<file path="src/rtl/key_event_queue.sv">
// key_event_queue: synchronizes and debounces the 3-bit key code, then queues key-press events.
// Optional auto-repeat for left/right/down is compiled in when KEY_AUTOREPEAT_EN is defined.
module key_event_queue #(
  parameter int unsigned DEPTH           = 8,
  parameter int unsigned DEBOUNCE_CYCLES = 16
`ifdef KEY_AUTOREPEAT_EN
  ,
  parameter int unsigned REPEAT_DELAY    = 5000,
  parameter int unsigned REPEAT_PERIOD   = 1000
`endif
) (
  input  logic                     clk,
  input  logic                     rst_n,
  input  logic [2:0]               key_in,
  input  logic                     pop,
  input  logic                     flush,
  output logic                     evt_valid,
  output logic [2:0]               evt_code,
  output logic [$clog2(DEPTH):0]   evt_count,
  output logic                     overflow
);

  localparam int unsigned CW  = 3;
  localparam int unsigned AW  = $clog2(DEPTH);
  localparam int unsigned PW  = AW + 1;
  localparam int unsigned SW  = $clog2(DEBOUNCE_CYCLES + 1);
  localparam int unsigned HIT = (DEBOUNCE_CYCLES >= 2) ? DEBOUNCE_CYCLES - 2 : 0;
  localparam logic [CW-1:0] KEY_NONE = CW'(0);
  localparam logic [CW-1:0] KEY_ESC  = CW'(1);

  logic [CW-1:0] sync1, code_s, code_prev, last_acc;
  logic [SW-1:0] stab_cnt;
  logic          changed_c, hit_c, accept_c, esc_c, press_c, push_c;

  logic [CW-1:0] mem [DEPTH];
  logic [PW-1:0] wr_ptr, rd_ptr, wr_nxt, rd_nxt, count_nxt;
  logic          full_c, empty_c, we_c, ovf_nxt;
  logic [CW-1:0] head_nxt;

  // Synchronizer and stability counter
  always_ff @(posedge clk or negedge rst_n) begin
    if (!rst_n) begin
      sync1     <= '0;
      code_s    <= '0;
      code_prev <= '0;
      stab_cnt  <= '0;
      last_acc  <= '0;
    end else begin
      sync1     <= key_in;
      code_s    <= sync1;
      code_prev <= code_s;
      if (changed_c)
        stab_cnt <= '0;
      else if (stab_cnt != SW'(DEBOUNCE_CYCLES))
        stab_cnt <= stab_cnt + SW'(1);
      if (accept_c)
        last_acc <= code_s;
    end
  end

  // Acceptance fires once, on the edge the counter reaches DEBOUNCE_CYCLES-1
  always_comb begin
    changed_c = (code_s != code_prev);
    if (DEBOUNCE_CYCLES == 1)
      hit_c = changed_c;
    else
      hit_c = !changed_c && (stab_cnt == SW'(HIT));
    accept_c = hit_c && (code_s != last_acc);
    esc_c    = accept_c && (code_s == KEY_ESC);
    press_c  = accept_c && (code_s != KEY_NONE) && (code_s != KEY_ESC);
  end

`ifdef KEY_AUTOREPEAT_EN
  localparam int unsigned RMAX = (REPEAT_DELAY > REPEAT_PERIOD) ? REPEAT_DELAY : REPEAT_PERIOD;
  localparam int unsigned RW   = $clog2(RMAX + 1);

  logic [RW-1:0] rep_cnt;
  logic          rep_first, rep_run_c, rep_fire_c;

  always_comb begin
    rep_run_c  = !changed_c && (code_s == last_acc) && (last_acc inside {3'd5, 3'd6, 3'd7});
    rep_fire_c = rep_run_c &&
                 (rep_cnt == (rep_first ? RW'(REPEAT_DELAY - 1) : RW'(REPEAT_PERIOD - 1)));
  end

  // First repeat waits REPEAT_DELAY, later ones REPEAT_PERIOD
  always_ff @(posedge clk or negedge rst_n) begin
    if (!rst_n) begin
      rep_cnt   <= '0;
      rep_first <= 1'b1;
    end else if (flush || accept_c || !rep_run_c) begin
      rep_cnt   <= '0;
      rep_first <= 1'b1;
    end else if (rep_fire_c) begin
      rep_cnt   <= '0;
      rep_first <= 1'b0;
    end else begin
      rep_cnt   <= rep_cnt + RW'(1);
    end
  end

  assign push_c = press_c || rep_fire_c;
`else
  assign push_c = press_c;
`endif

  // Pointer update: flush > escape > push/pop
  always_comb begin
    wr_nxt  = wr_ptr;
    rd_nxt  = rd_ptr;
    ovf_nxt = overflow;
    we_c    = 1'b0;
    empty_c = (wr_ptr == rd_ptr);
    full_c  = (wr_ptr[AW] != rd_ptr[AW]) && (wr_ptr[AW-1:0] == rd_ptr[AW-1:0]);
    if (flush) begin
      rd_nxt  = wr_ptr;
      ovf_nxt = 1'b0;
    end else if (esc_c) begin
      we_c   = 1'b1;
      rd_nxt = wr_ptr;
      wr_nxt = wr_ptr + PW'(1);
    end else begin
      if (pop && !empty_c)
        rd_nxt = rd_ptr + PW'(1);
      if (push_c) begin
        if (!full_c || pop) begin
          we_c   = 1'b1;
          wr_nxt = wr_ptr + PW'(1);
        end else begin
          ovf_nxt = 1'b1;
        end
      end
    end
    count_nxt = wr_nxt - rd_nxt;
    if (count_nxt == '0)
      head_nxt = KEY_NONE;
    else if (we_c && (wr_ptr[AW-1:0] == rd_nxt[AW-1:0]))
      head_nxt = code_s;
    else
      head_nxt = mem[rd_nxt[AW-1:0]];
  end

  always_ff @(posedge clk) begin
    if (we_c)
      mem[wr_ptr[AW-1:0]] <= code_s;
  end

  // Outputs are registered from the next-state view so they track the pointers exactly
  always_ff @(posedge clk or negedge rst_n) begin
    if (!rst_n) begin
      wr_ptr    <= '0;
      rd_ptr    <= '0;
      overflow  <= 1'b0;
      evt_valid <= 1'b0;
      evt_code  <= '0;
      evt_count <= '0;
    end else begin
      wr_ptr    <= wr_nxt;
      rd_ptr    <= rd_nxt;
      overflow  <= ovf_nxt;
      evt_valid <= (count_nxt != '0);
      evt_code  <= head_nxt;
      evt_count <= count_nxt;
    end
  end

endmodule

</file>
<file path="config.mk">
export PLATFORM = sky130hd
export DESIGN_NAME = key_event_queue
export DESIGN_NICKNAME = d
export VERILOG_FILES = /design/src/rtl/key_event_queue.sv
export SDC_FILE = /design/constraint.sdc
export NUM_CORES = 1
export LEC_CHECK = 0
export ABC_AREA = 1
export CAP_MARGIN = 20
export CORE_MARGIN = 2
export CORE_UTILIZATION = 35
export CTS_BUF_LIST = sky130_fd_sc_hd__clkbuf_8
export CTS_CLUSTER_DIAMETER = 120
export DETAILED_ROUTE_END_ITERATION = 7
export GPL_TIMING_DRIVEN = 1
export HOLD_SLACK_MARGIN = 0.06
export PLACE_DENSITY = 0.61
export SYNTH_ARGS = -nofsm -noshare
export SYNTH_HDL_FRONTEND = slang
export SYNTH_SLANG_ARGS = --single-unit
</file>
<file path="constraint.sdc">
create_clock -name clk -period 2.9 [get_ports clk]
set_input_delay 0.58 -clock clk [delete_from_list [all_inputs] [get_ports clk]]
set_output_delay 0.58 -clock clk [all_outputs]
set_load 0.005 [all_outputs]
</file>
=== Word-level counts from Yosys, hierarchy flattened ===
Memories as Yosys holds them, arrays and structs flattened.
Cells that the tools add are included.

* Mux-type cells: 21
* Shift operators: 0
* Equality and inequality tests: 12
* $add $sub $neg: 4
* Order comparisons: 0
* Reduce and logical (&&, ||, !) cells: 18
* Div/mod/pow operators: 0
* Bitwise operators: 0
* Multipliers: 0

{| class="wikitable"
|+ Operators with widths
! cell !! number
|-
| 4-bit 2-to-1 mux || 7
|-
| 1-bit 2-to-1 mux || 10
|-
| 5-bit 2-to-1 mux || 2
|-
| 4-bit by 1-bit adder with 4-bit output, second input constant || 2
|-
| 1-bit logical AND || 8
|-
| 3-bit == test || 2
|-
| 3-bit 2-to-1 mux || 2
|-
| 3-bit != test || 2
|-
| 5-bit by 1-bit adder with 5-bit output, second input constant || 1
|-
| 5-bit by 4-bit == test with 1-bit output, second input constant || 1
|-
| 5-bit != test, second input constant || 1
|-
| 4-bit == test || 1
|-
| 4-bit zero test || 1
|-
| 2-bit != test, second input constant || 2
|-
| 2-bit nonzero test || 2
|-
| 4-bit nonzero test || 1
|-
| 4-bit subtractor || 1
|-
| 3-bit by 1-bit == test with 1-bit output, second input constant || 1
|-
| 1-bit zero test || 3
|-
| 3-bit by 1-bit != test with 1-bit output, second input constant || 1
|-
| 3-bit AND reduction || 1
|-
| 3-bit nonzero test || 1
|-
| 1-bit logical OR || 1
|-
| 1-bit != test || 1
|}

* Input bits: 7
* Latch bits: 0
* Flip-flop bits (word level): 34
* Memories kept: 1
* Bits in writable memories: 24
* Bits in read-only memories: 0
* Output and inout bits: 9
* Word-level logic and storage cells: 67

{| class="wikitable"
|+ Memory list
! name !! words !! bits a word !! rd ports !! clocked after memory_dff !! wr ports !! RTL line !! RTL
|-
| mem || 8 || 3 || 1 || 0 || 1 || 35 || <nowiki>logic [CW-1:0] mem [DEPTH];</nowiki>
|}

=== Depth between registers and ports, before layout ===
Gate-level depths: netlist of the first run.

* Depth after elaboration: 12
* Gate-level depth with buffers: 25
* Gate-level depth less buffers: 24

=== Worst setup path after synthesis of the first run ===
OpenSTA, ideal clock, no wires.

* Path kind: register to register
* Start point: register stab_cnt[0]
* End point: register evt_code[0]
* Stages on the path, launching flop included: 21
* Setup slack: -0.025 ns
* Arrival time: 2.812 ns
* Path buffers: 0
* Data required time: 2.787 ns
* Cells stage by stage: dfrtp_1 > inv_1 > ha_1 > nand2_1 > nor2_1 > nand4_1 > nor2_1 > nand3_1 > a21oi_2 > nand2_1 > nand2_1 > ha_1 > inv_1 > fa_1 > xor2_1 > nor3_1 > nand3_2 > nand2_1 > inv_1 > nand2_1 > inv_1

* Cells in the longest elaborated chain, start to end: 11
* Elaborated cells between the ends (all ways): 21
* Those cells by class: add/sub (1); eq/ne (2); mux (10); reduce/logical (7); memory (1)

{| class="wikitable"
|+ RTL lines
! item !! RTL line !! RTL
|-
| start, declared || 32 || <nowiki>logic [SW-1:0] stab_cnt;</nowiki>
|-
| start signal, assigned || 55 || <nowiki>stab_cnt <= stab_cnt + SW'(1);</nowiki>
|-
| 5-bit by 4-bit == test with 1-bit output (*) || 67 || <nowiki>hit_c = !changed_c && (stab_cnt == SW'(HIT));</nowiki>
|-
| 1-bit logical AND (*) || 67 ||
|-
| 1-bit logical AND (*) || 68 || <nowiki>accept_c = hit_c && (code_s != last_acc);</nowiki>
|-
| 1-bit logical AND (2 in series) || 70 || <nowiki>press_c = accept_c && (code_s != KEY_NONE) && (code_s != KEY_ESC);</nowiki>
|-
| 4-bit 2-to-1 mux || 125 || <nowiki>if (push_c) begin</nowiki>
|-
| 4-bit 2-to-1 mux || 118 || <nowiki>end else if (esc_c) begin</nowiki>
|-
| 4-bit 2-to-1 mux || 115 || <nowiki>if (flush) begin</nowiki>
|-
| 4-bit subtractor (*) || 134 || <nowiki>count_nxt = wr_nxt - rd_nxt;</nowiki>
|-
| via count_nxt[2] || 36 || <nowiki>logic [PW-1:0] wr_ptr, rd_ptr, wr_nxt, rd_nxt, count_nxt;</nowiki>
|-
| 4-bit zero test (*) || 135 || <nowiki>if (count_nxt == '0)</nowiki>
|-
| 3-bit 2-to-1 mux (*) || 135 ||
|-
| via head_nxt[0] || 38 || <nowiki>logic [CW-1:0] head_nxt;</nowiki>
|-
| end signal, assigned || 162 || <nowiki>evt_code <= head_nxt;</nowiki>
|-
| end, declared || 18 || <nowiki>output logic [2:0] evt_code,</nowiki>
|}

Mark *: on every way through the listed nets, which the timed path passes. The rest lies on a longest branch.
A chain may end at the register's enable or synchronous reset.

=== Worst setup path in the final report of the first run ===
* Start point: register stab_cnt[0]
* End point: register evt_code[0]

* Cells in the longest elaborated chain, start to end: 11
* Elaborated cells between the ends (all ways): 21
* Those cells by class: add/sub (1); eq/ne (2); mux (10); reduce/logical (7); memory (1)

{| class="wikitable"
|+ RTL lines
! item !! RTL line
|-
| 5-bit by 4-bit == test with 1-bit output (*) || 67
|-
| 1-bit logical AND (*) || 67
|-
| 1-bit logical AND (*) || 68
|-
| 1-bit logical AND (2 in series) || 70
|-
| 4-bit 2-to-1 mux || 125
|-
| 4-bit 2-to-1 mux (*) || 118
|-
| 4-bit 2-to-1 mux (*) || 115
|-
| via wr_nxt[2] || 36
|-
| 4-bit subtractor (*) || 134
|-
| 4-bit zero test (*) || 135
|-
| 3-bit 2-to-1 mux (*) || 135
|-
| via head_nxt[0] || 38
|}

Marks and branches as above.

==> flow_metrics.env, run 1 <==
export IMPL_tritoncts_buffers=9
export IMPL_use_met2=0.2782
export IMPL_area_added_between_synthesis_and_finish_pct=35.10
export IMPL_synth_edff_count=24
export IMPL_hold_slack_ps=354.9
export IMPL_dominantRegCellSynth="sky130_fd_sc_hd__dfrtp_1"
export IMPL_violations="negative setup slack"
export IMPL_antenna_found_initial=0
export IMPL_post_synthesis_mux_area_share=0
export IMPL_rows=33
export IMPL_synth_distinct_cells=33
export IMPL_report_final_hold_viol_count=0
export IMPL_netlist_top_cell_by_area="sky130_fd_sc_hd__dfrtp_1"
export IMPL_design_core_area_mm2=0.008175
export IMPL_grt_met1_usage=0.2218
export IMPL_path_clk_slew_ps=60
export IMPL_routed_wl_um=7153
export IMPL_synth_warnings=0
export IMPL_antenna_violating_nets_post_route=0
export IMPL_clkLatencyLatePin_ps=330
export IMPL_postLayoutCoreUtil=0.4842
export IMPL_nets=408
export IMPL_regToRegSetupSlack_ps=-130
export IMPL_startpoint_type="flop"
export IMPL_worstPathMaxFanout=6
export IMPL_grtUsageTotal=0.1701
export IMPL_post_route_worst_setup_slack_ps=-132.8
export IMPL_grt_max_degree=35
export IMPL_drv_slew=0
export IMPL_crit_path_cell_trace="inv_2 -> ha_4 -> nand2_4 -> nor2_4 -> nand4_1 -> nor2_2 -> nand3_2 -> a21oi_4 -> nand2_2 -> xor2_2 -> ha_1 -> nand2_1 -> nand2_1 -> a31oi_2 -> buf_4 -> nand3_2 -> nand2_2 -> nand2_4 -> nand3_4 -> nand2_1 -> inv_1 -> nand2_1 -> inv_1"
export IMPL_internal_power_uw=1740
export IMPL_syn_nets=332
export IMPL_hpwl_um=5059
export IMPL_global_route_peak_usage_layer="met2"
export IMPL_synth_most_common_cell="sky130_fd_sc_hd__nand2_1"
export IMPL_finalSetupViolations=4
export IMPL_fp_dieArea_mm2=0.009120
export IMPL_maxCapViolCount=0
export IMPL_synthSimpleGateAreaFrac=0.2925
export IMPL_buffer_ports_inserted=15
export IMPL_synth_top_cells_by_count="sky130_fd_sc_hd__nand2_1, sky130_fd_sc_hd__nand3_1, sky130_fd_sc_hd__dfrtp_1, sky130_fd_sc_hd__inv_1, sky130_fd_sc_hd__edfxtp_1"
export IMPL_period_minus_slack_ps=3033
export IMPL_initial_utilization=0.3584
export IMPL_timing_hold_worst_start="sync1[2]"
export IMPL_static_leakage_power_uw=0.001765
export IMPL_first_pass_grt_wire_length_um=11320
export IMPL_fillerInstances=777
export IMPL_path_class="reg2reg"
export IMPL_vias_after_detailed_routing=2403
export IMPL_critical_path_reg2reg_endpoint="evt_code[0]"
export IMPL_floorplan_die_width_um=95.50
export IMPL_cts_tree="done"
export IMPL_dr_first_iter_drc_count=172
export IMPL_hold_buffers=0
export IMPL_comb_power_share=0.237
export IMPL_hold_path_class="reg2reg"
export IMPL_synth_compound_area_frac=0.03032
export IMPL_critPathMostFrequentCell="sky130_fd_sc_hd__nand2_1"
export IMPL_worst_ep_required_time_ps=3170
export IMPL_power_density_cell_area_mw_per_mm2=605.9
export IMPL_drt_vias_per_instance=4.787
export IMPL_die_h_um=95.50
export IMPL_synth_largest_type_area_fraction=0.2904
export IMPL_synthesis_stage_register_bit_count=58
export IMPL_number_of_global_route_vias_before_repair=2336
export IMPL_reg2reg_depth=23
export IMPL_clock_skew_ps=5.586
export IMPL_drc_errors=0
export IMPL_rsz0062_at_grt="yes"
export IMPL_worstHoldPathCells=0
export IMPL_switching_portion_of_total_power=0.2746
export IMPL_status="finished, violations left"
export IMPL_synth_top_cells_by_area="sky130_fd_sc_hd__dfrtp_1, sky130_fd_sc_hd__edfxtp_1, sky130_fd_sc_hd__nand2_1"
export IMPL_syn_instance_count=316
export IMPL_whs_endpoint="code_s[2]"
export IMPL_wl_per_cell_um=14.25
export IMPL_cts_buffer_depth=2
export IMPL_cts_htree_levels=3
export IMPL_drt_pass1_iterations=4
export IMPL_grtUsageMet3=0.03241
export IMPL_timing_critical_path_slowest_cell_delay_ps=390
export IMPL_place_congestion=0.8560
export IMPL_p_seq_frac=0.394
export IMPL_worst_slew_margin_rel=0.6481
export IMPL_clock_root_buffer="sky130_fd_sc_hd__clkbuf_8"
export IMPL_diodes=0
export IMPL_global_route_overflow_total=0
export IMPL_io_pins=16
export IMPL_power_clock_fraction=0.369
export IMPL_synth_async_reset_ratio=0.5862
export IMPL_critical_path_arrival_ps=3310
export IMPL_synthesis_area_per_instance_um2=9.273
export IMPL_power_ir_vdd_worst_uv=461.4
export IMPL_synth_top_family_by_area="simple AND/OR/NAND/NOR gates"
export IMPL_adder_and_majority_cell_fraction_of_the_synthesized_area=0.04099
export IMPL_post_synth_xor_area_fraction=0.03245
export IMPL_slowest_stage="sky130_fd_sc_hd__dfrtp_1"
export IMPL_clkSinkCount=58
export IMPL_max_freq_mhz=329.7
export IMPL_cp_end_kind="flop"
export IMPL_tightestPinTransition_ps=523.8
export IMPL_final_layout_size_suffix_gt1_frac=0.2947
export IMPL_total_net_switching_power_uw=658.7
export IMPL_synth_yosys_seq_area_share=0.5363
export IMPL_layout_worst_path_cycle_share=1.046
export IMPL_post_synth_instance_area_mm2=0.002930
export IMPL_worstReg2RegStart="stab_cnt[0]"
[registers in the layout, summed over array words and instances (netlist names)]
name,count
evt_code,3
code_prev,3
evt_valid,1
rd_ptr,4
overflow,1
last_acc,3
wr_ptr,4
evt_count,4
code_s,3
stab_cnt,5
sync1,3
mem,24
[routing by layer]
| layer | share of wire | wire [µm] |
|---|---|---|
| met5 | 0 | 0 |
| met4 | 0.015 | 105 |
| met3 | 0.052 | 370 |
| met2 | 0.50 | 3589 |
| met1 | 0.43 | 3088 |
[cells in the final DEF, fill, tap and decap left out, types with 2 or more instances in the layout]
master                            count
sky130_fd_sc_hd__a21oi_1              4
sky130_fd_sc_hd__buf_4               53
sky130_fd_sc_hd__buf_6                2
sky130_fd_sc_hd__bufinv_16            3
sky130_fd_sc_hd__clkbuf_8             9
sky130_fd_sc_hd__clkdlybuf4s50_1     15
sky130_fd_sc_hd__clkinv_1             2
sky130_fd_sc_hd__clkinv_2             3
sky130_fd_sc_hd__dfrtp_1             34
sky130_fd_sc_hd__edfxtp_1            24
sky130_fd_sc_hd__ha_1                 7
sky130_fd_sc_hd__inv_1               32
sky130_fd_sc_hd__inv_2               10
sky130_fd_sc_hd__nand2_1             68
sky130_fd_sc_hd__nand2_2              9
sky130_fd_sc_hd__nand2_4              4
sky130_fd_sc_hd__nand3_1             51
sky130_fd_sc_hd__nand3_2              5
sky130_fd_sc_hd__nand3_4              2
sky130_fd_sc_hd__nand3b_1             2
sky130_fd_sc_hd__nand4_1              7
sky130_fd_sc_hd__nor2_1               8
sky130_fd_sc_hd__nor2_2               2
sky130_fd_sc_hd__nor2_4               2
sky130_fd_sc_hd__nor3_1              13
sky130_fd_sc_hd__o21ai_0              5
sky130_fd_sc_hd__or2_2                2
sky130_fd_sc_hd__xnor2_1              3
sky130_fd_sc_hd__xor2_1               3
sky130_fd_sc_hd__xor2_2               3
[worst max path at each step]
stage / from / to / slack, ps / depth (start not counted)
5_1_grt: stab_cnt[0] / evt_code[0] / -360 / 23
4_1_cts: stab_cnt[0] / evt_code[0] / -140 / 23
3_3_place_gp: pop / evt_code[1] / -340 / 17
2_1_floorplan: stab_cnt[0] / evt_code[0] / 2 / 20
6_report: stab_cnt[0] / evt_code[0] / -130 / 23
3_5_place_dp: pop / evt_code[1] / -400 / 20
[power groups by stage]
stage / Clock (µW) / Sequential [µW] / Combinational [µW]
5_1_grt: 931 / 950 / 626
2_1_floorplan: 0 / 956 / 248
3_3_place_gp: 0 / 963 / 479
3_5_place_dp: 0 / 962 / 489
6_report: 884 / 946 / 568
4_1_cts: 892 / 946 / 515
[final cells by class]
class / instances / area [µm²] / share of cell area
well taps: 105 / 131.4 / 0.03319
clock buffers: 9 / 123.9 / 0.03129
clock inverters: 7 / 108.9 / 0.02750
flip-flops and latches: 58 / 1572 / 0.3970
multi-input cells: 210 / 1291 / 0.3262
inverters: 43 / 161.4 / 0.04077
repair buffers: 70 / 570.5 / 0.1441
[timing repair]
item,in CTS,in global routing
resized for setup,11,21
pin swaps,16,7
setup buffers,4,2
setup endpoints to repair,5,5
endpoints found under the hold margin,0,0
[logic make-up after synthesis]
logic type / after synthesis
DFF: 58
AOI/OAI and AO/OA: 14
buffers and inverters: 48
adders and majority gates: 9
xor gates and xnor gates: 10
and+or+nand+nor: 177
[through the flow]
step                std cells  setup slack [ps]  power, µW  area, µm²  TNS, ps
finish                    502            -132.8       2399       3959   -473.3
global route              502            -355.9       2507       3959    -1405
CTS                       500            -138.9       2354       3854   -469.3
detailed placement        480            -395.5       1451       3546    -1635
global placement          480            -340.4       1442       3546    -1374
floorplan                 316             1.627       1204       2933        0
[worst max-delay path, delay by kind of cell (launching register included)]
family	cells	cell delay [ps]
flip-flops	1	390
AND/OR/NAND/NOR	14	1180
XOR/XNOR	1	150
buffers and inverters	4	340
adder cells (fa/ha/maj)	2	470
AO/OA/AOI/OAI	2	430
No activity file was read; power rests on OpenSTA's default activity.
==> run 2: changes to the inputs <==
Settings changed: SETUP_SLACK_MARGIN set to 0.1.
==> flow_metrics.env, run 2 (synthesized netlist as in run 1, its figures left out) <==
export IMPL_path_clk_slew_ps=70
export IMPL_fin_area_mm2=0.004136
export IMPL_clkLatencyLatePin_ps=340
export IMPL_period_minus_slack_ps=2966
export IMPL_crit_path_cell_trace="inv_2 -> ha_4 -> nand2_2 -> nor2_2 -> nand4_1 -> nor2_2 -> nand3_2 -> a21oi_4 -> buf_6 -> nand2_4 -> nand2_4 -> ha_4 -> inv_2 -> fa_2 -> xor2_4 -> nor3_4 -> nand3_4 -> nand2_2 -> inv_1 -> nand2_1 -> inv_1"
export IMPL_max_freq_mhz=337.2
export IMPL_first_pass_grt_wire_length_um=11210
export IMPL_mostFrequentLayoutCells="sky130_fd_sc_hd__buf_4, sky130_fd_sc_hd__nand2_1, sky130_fd_sc_hd__nand3_1"
export IMPL_layout_worst_path_cycle_share=1.023
export IMPL_path_class="reg2reg"
export IMPL_power_total_uw=2369
export IMPL_antenna_violating_nets_post_route=0
export IMPL_die_h_um=95.50
export IMPL_drv_slew=0
export IMPL_timing_critical_path_slowest_cell_delay_ps=380
export IMPL_floorplan_die_width_um=95.50
export IMPL_drc_errors=0
export IMPL_hpwl_um=5004
export IMPL_diodes=0
export IMPL_fillerInstances=741
export IMPL_report_final_hold_viol_count=0
export IMPL_finalSetupViolations=3
export IMPL_clkSinkCount=58
export IMPL_status="finished, violations left"
export IMPL_violations="negative setup slack"
export IMPL_post_route_worst_setup_slack_ps=-65.69
export IMPL_largest_register_ff_count=24
export IMPL_hold_path_class="in2async"
export IMPL_total_net_switching_power_uw=683.7
export IMPL_clock_skew_ps=8.227
export IMPL_clock_root_buffer="sky130_fd_sc_hd__clkbuf_8"
export IMPL_maxCapViolCount=0
export IMPL_initial_utilization=0.3584
export IMPL_crit_buf_inv=5
export IMPL_critical_path_arrival_ps=3200
export IMPL_slowest_stage="sky130_fd_sc_hd__dfrtp_1"
export IMPL_nets=421
export IMPL_fp_dieArea_mm2=0.009120
export IMPL_place_congestion=0.8046
export IMPL_antenna_found_initial=0
export IMPL_worstPathMaxFanout=4
export IMPL_cts_htree_levels=3
export IMPL_static_leakage_power_uw=0.001836
export IMPL_vias_after_detailed_routing=2485
export IMPL_rsz0062_at_grt="yes"
export IMPL_drt_pass1_iterations=4
export IMPL_wl_per_cell_um=13.57
export IMPL_internal_power_uw=1685
export IMPL_grt_max_degree=35
export IMPL_tritoncts_buffers=9
export IMPL_final_layout_size_suffix_gt1_frac=0.3585
export IMPL_critical_path_top_delay_family="simple AND/OR/NAND/NOR gates"
export IMPL_placedInstanceArea_mm2=0.003628
export IMPL_tightestPinTransition_ps=772.9
export IMPL_power_ir_vdd_worst_uv=366.1
export IMPL_buffer_ports_inserted=15
export IMPL_routed_wl_um=6987
export IMPL_cts_buffer_depth=2
export IMPL_area_added_between_synthesis_and_finish_pct=41.16
export IMPL_comb_power_share=0.258
export IMPL_cts_tree="done"
export IMPL_cp_end_kind="flop"
export IMPL_number_of_global_route_vias_before_repair=2374
export IMPL_power_clock_fraction=0.345
export IMPL_dpl_cell_count=488
export IMPL_switching_portion_of_total_power=0.2886
export IMPL_post_layout_nonfiller_instances=515
export IMPL_design_core_area_mm2=0.008175
export IMPL_io_pins=16
export IMPL_layout_commonest_cell="sky130_fd_sc_hd__buf_4"
export IMPL_drt_vias_per_instance=4.825
export IMPL_rows=33
export IMPL_startpoint_type="flop"
export IMPL_global_route_overflow_total=0
export IMPL_worst_slew_margin_rel=0.4847
export IMPL_postLayoutCoreUtil=0.5060
export IMPL_grtUsageTotal=0.1680
export IMPL_dr_first_iter_drc_count=135
export IMPL_p_seq_frac=0.397
export IMPL_post_place_ws_ps=-481.6
export IMPL_worst_ep_required_time_ps=3140
export IMPL_power_density_cell_area_mw_per_mm2=572.7
[run 2: final timing paths]
check	slack (ps)	start	to	cells past startpoint
max reg2reg	-70	stab_cnt[0]	evt_code[2]	21
min reg2reg	350	sync1[1]	code_s[1]	0
min in group clk	350	sync1[1]	code_s[1]	0
min	320	rst_n	code_prev[1]	1
max in group asynchronous	2050	rst_n	code_s[0]	1
max	-70	stab_cnt[0]	evt_code[2]	21
[run 2: power groups by stage]
stage | registers (µW) | logic [µW] | clock network, µW
2_1_floorplan | 956 | 255 | 0
3_3_place_gp | 959 | 501 | 0
3_5_place_dp | 958 | 511 | 0
4_1_cts | 942 | 559 | 827
5_1_grt | 947 | 673 | 875
6_report | 941 | 612 | 817
[run 2: layout make-up]
cell class | instances | area (µm²) | area share
Sequential cell | 58 | 1573 | 0.3802
Clock inverter | 7 | 93.84 | 0.02269
Inverter | 43 | 161.4 | 0.03902
Tap cell | 105 | 131.4 | 0.03176
Timing Repair Buffer | 83 | 681.9 | 0.1649
Clock buffer | 9 | 123.9 | 0.02995
Multi-Input combinational cell | 210 | 1371 | 0.3315
[run 2: stage by stage]
step / hold slack (ps) / TNS [ps]
after floorplan: 284.4 / 0
after global placement: 334.9 / -1513
after detailed placement: 336.3 / -1929
after CTS: 330.7 / -501.1
final: 317.2 / -175.3
after global routing: 357.4 / -921.3
[run 2: metal layers]
layer / global-route usage / share of wire / wire length, µm
met5: 0 / 0 / 0
met4: 0.06429 / 0.017 / 117
met3: 0.04348 / 0.044 / 304
met2: 0.2805 / 0.52 / 3609
met1: 0.2090 / 0.42 / 2955
[run 2: timing repair]
item | CTS | global route
hold buffers | 0 | 0
pin swaps | 24 | 20
setup buffers | 8 | 4
resized for setup | 20 | 30
endpoints found under the setup margin | 6 | 5
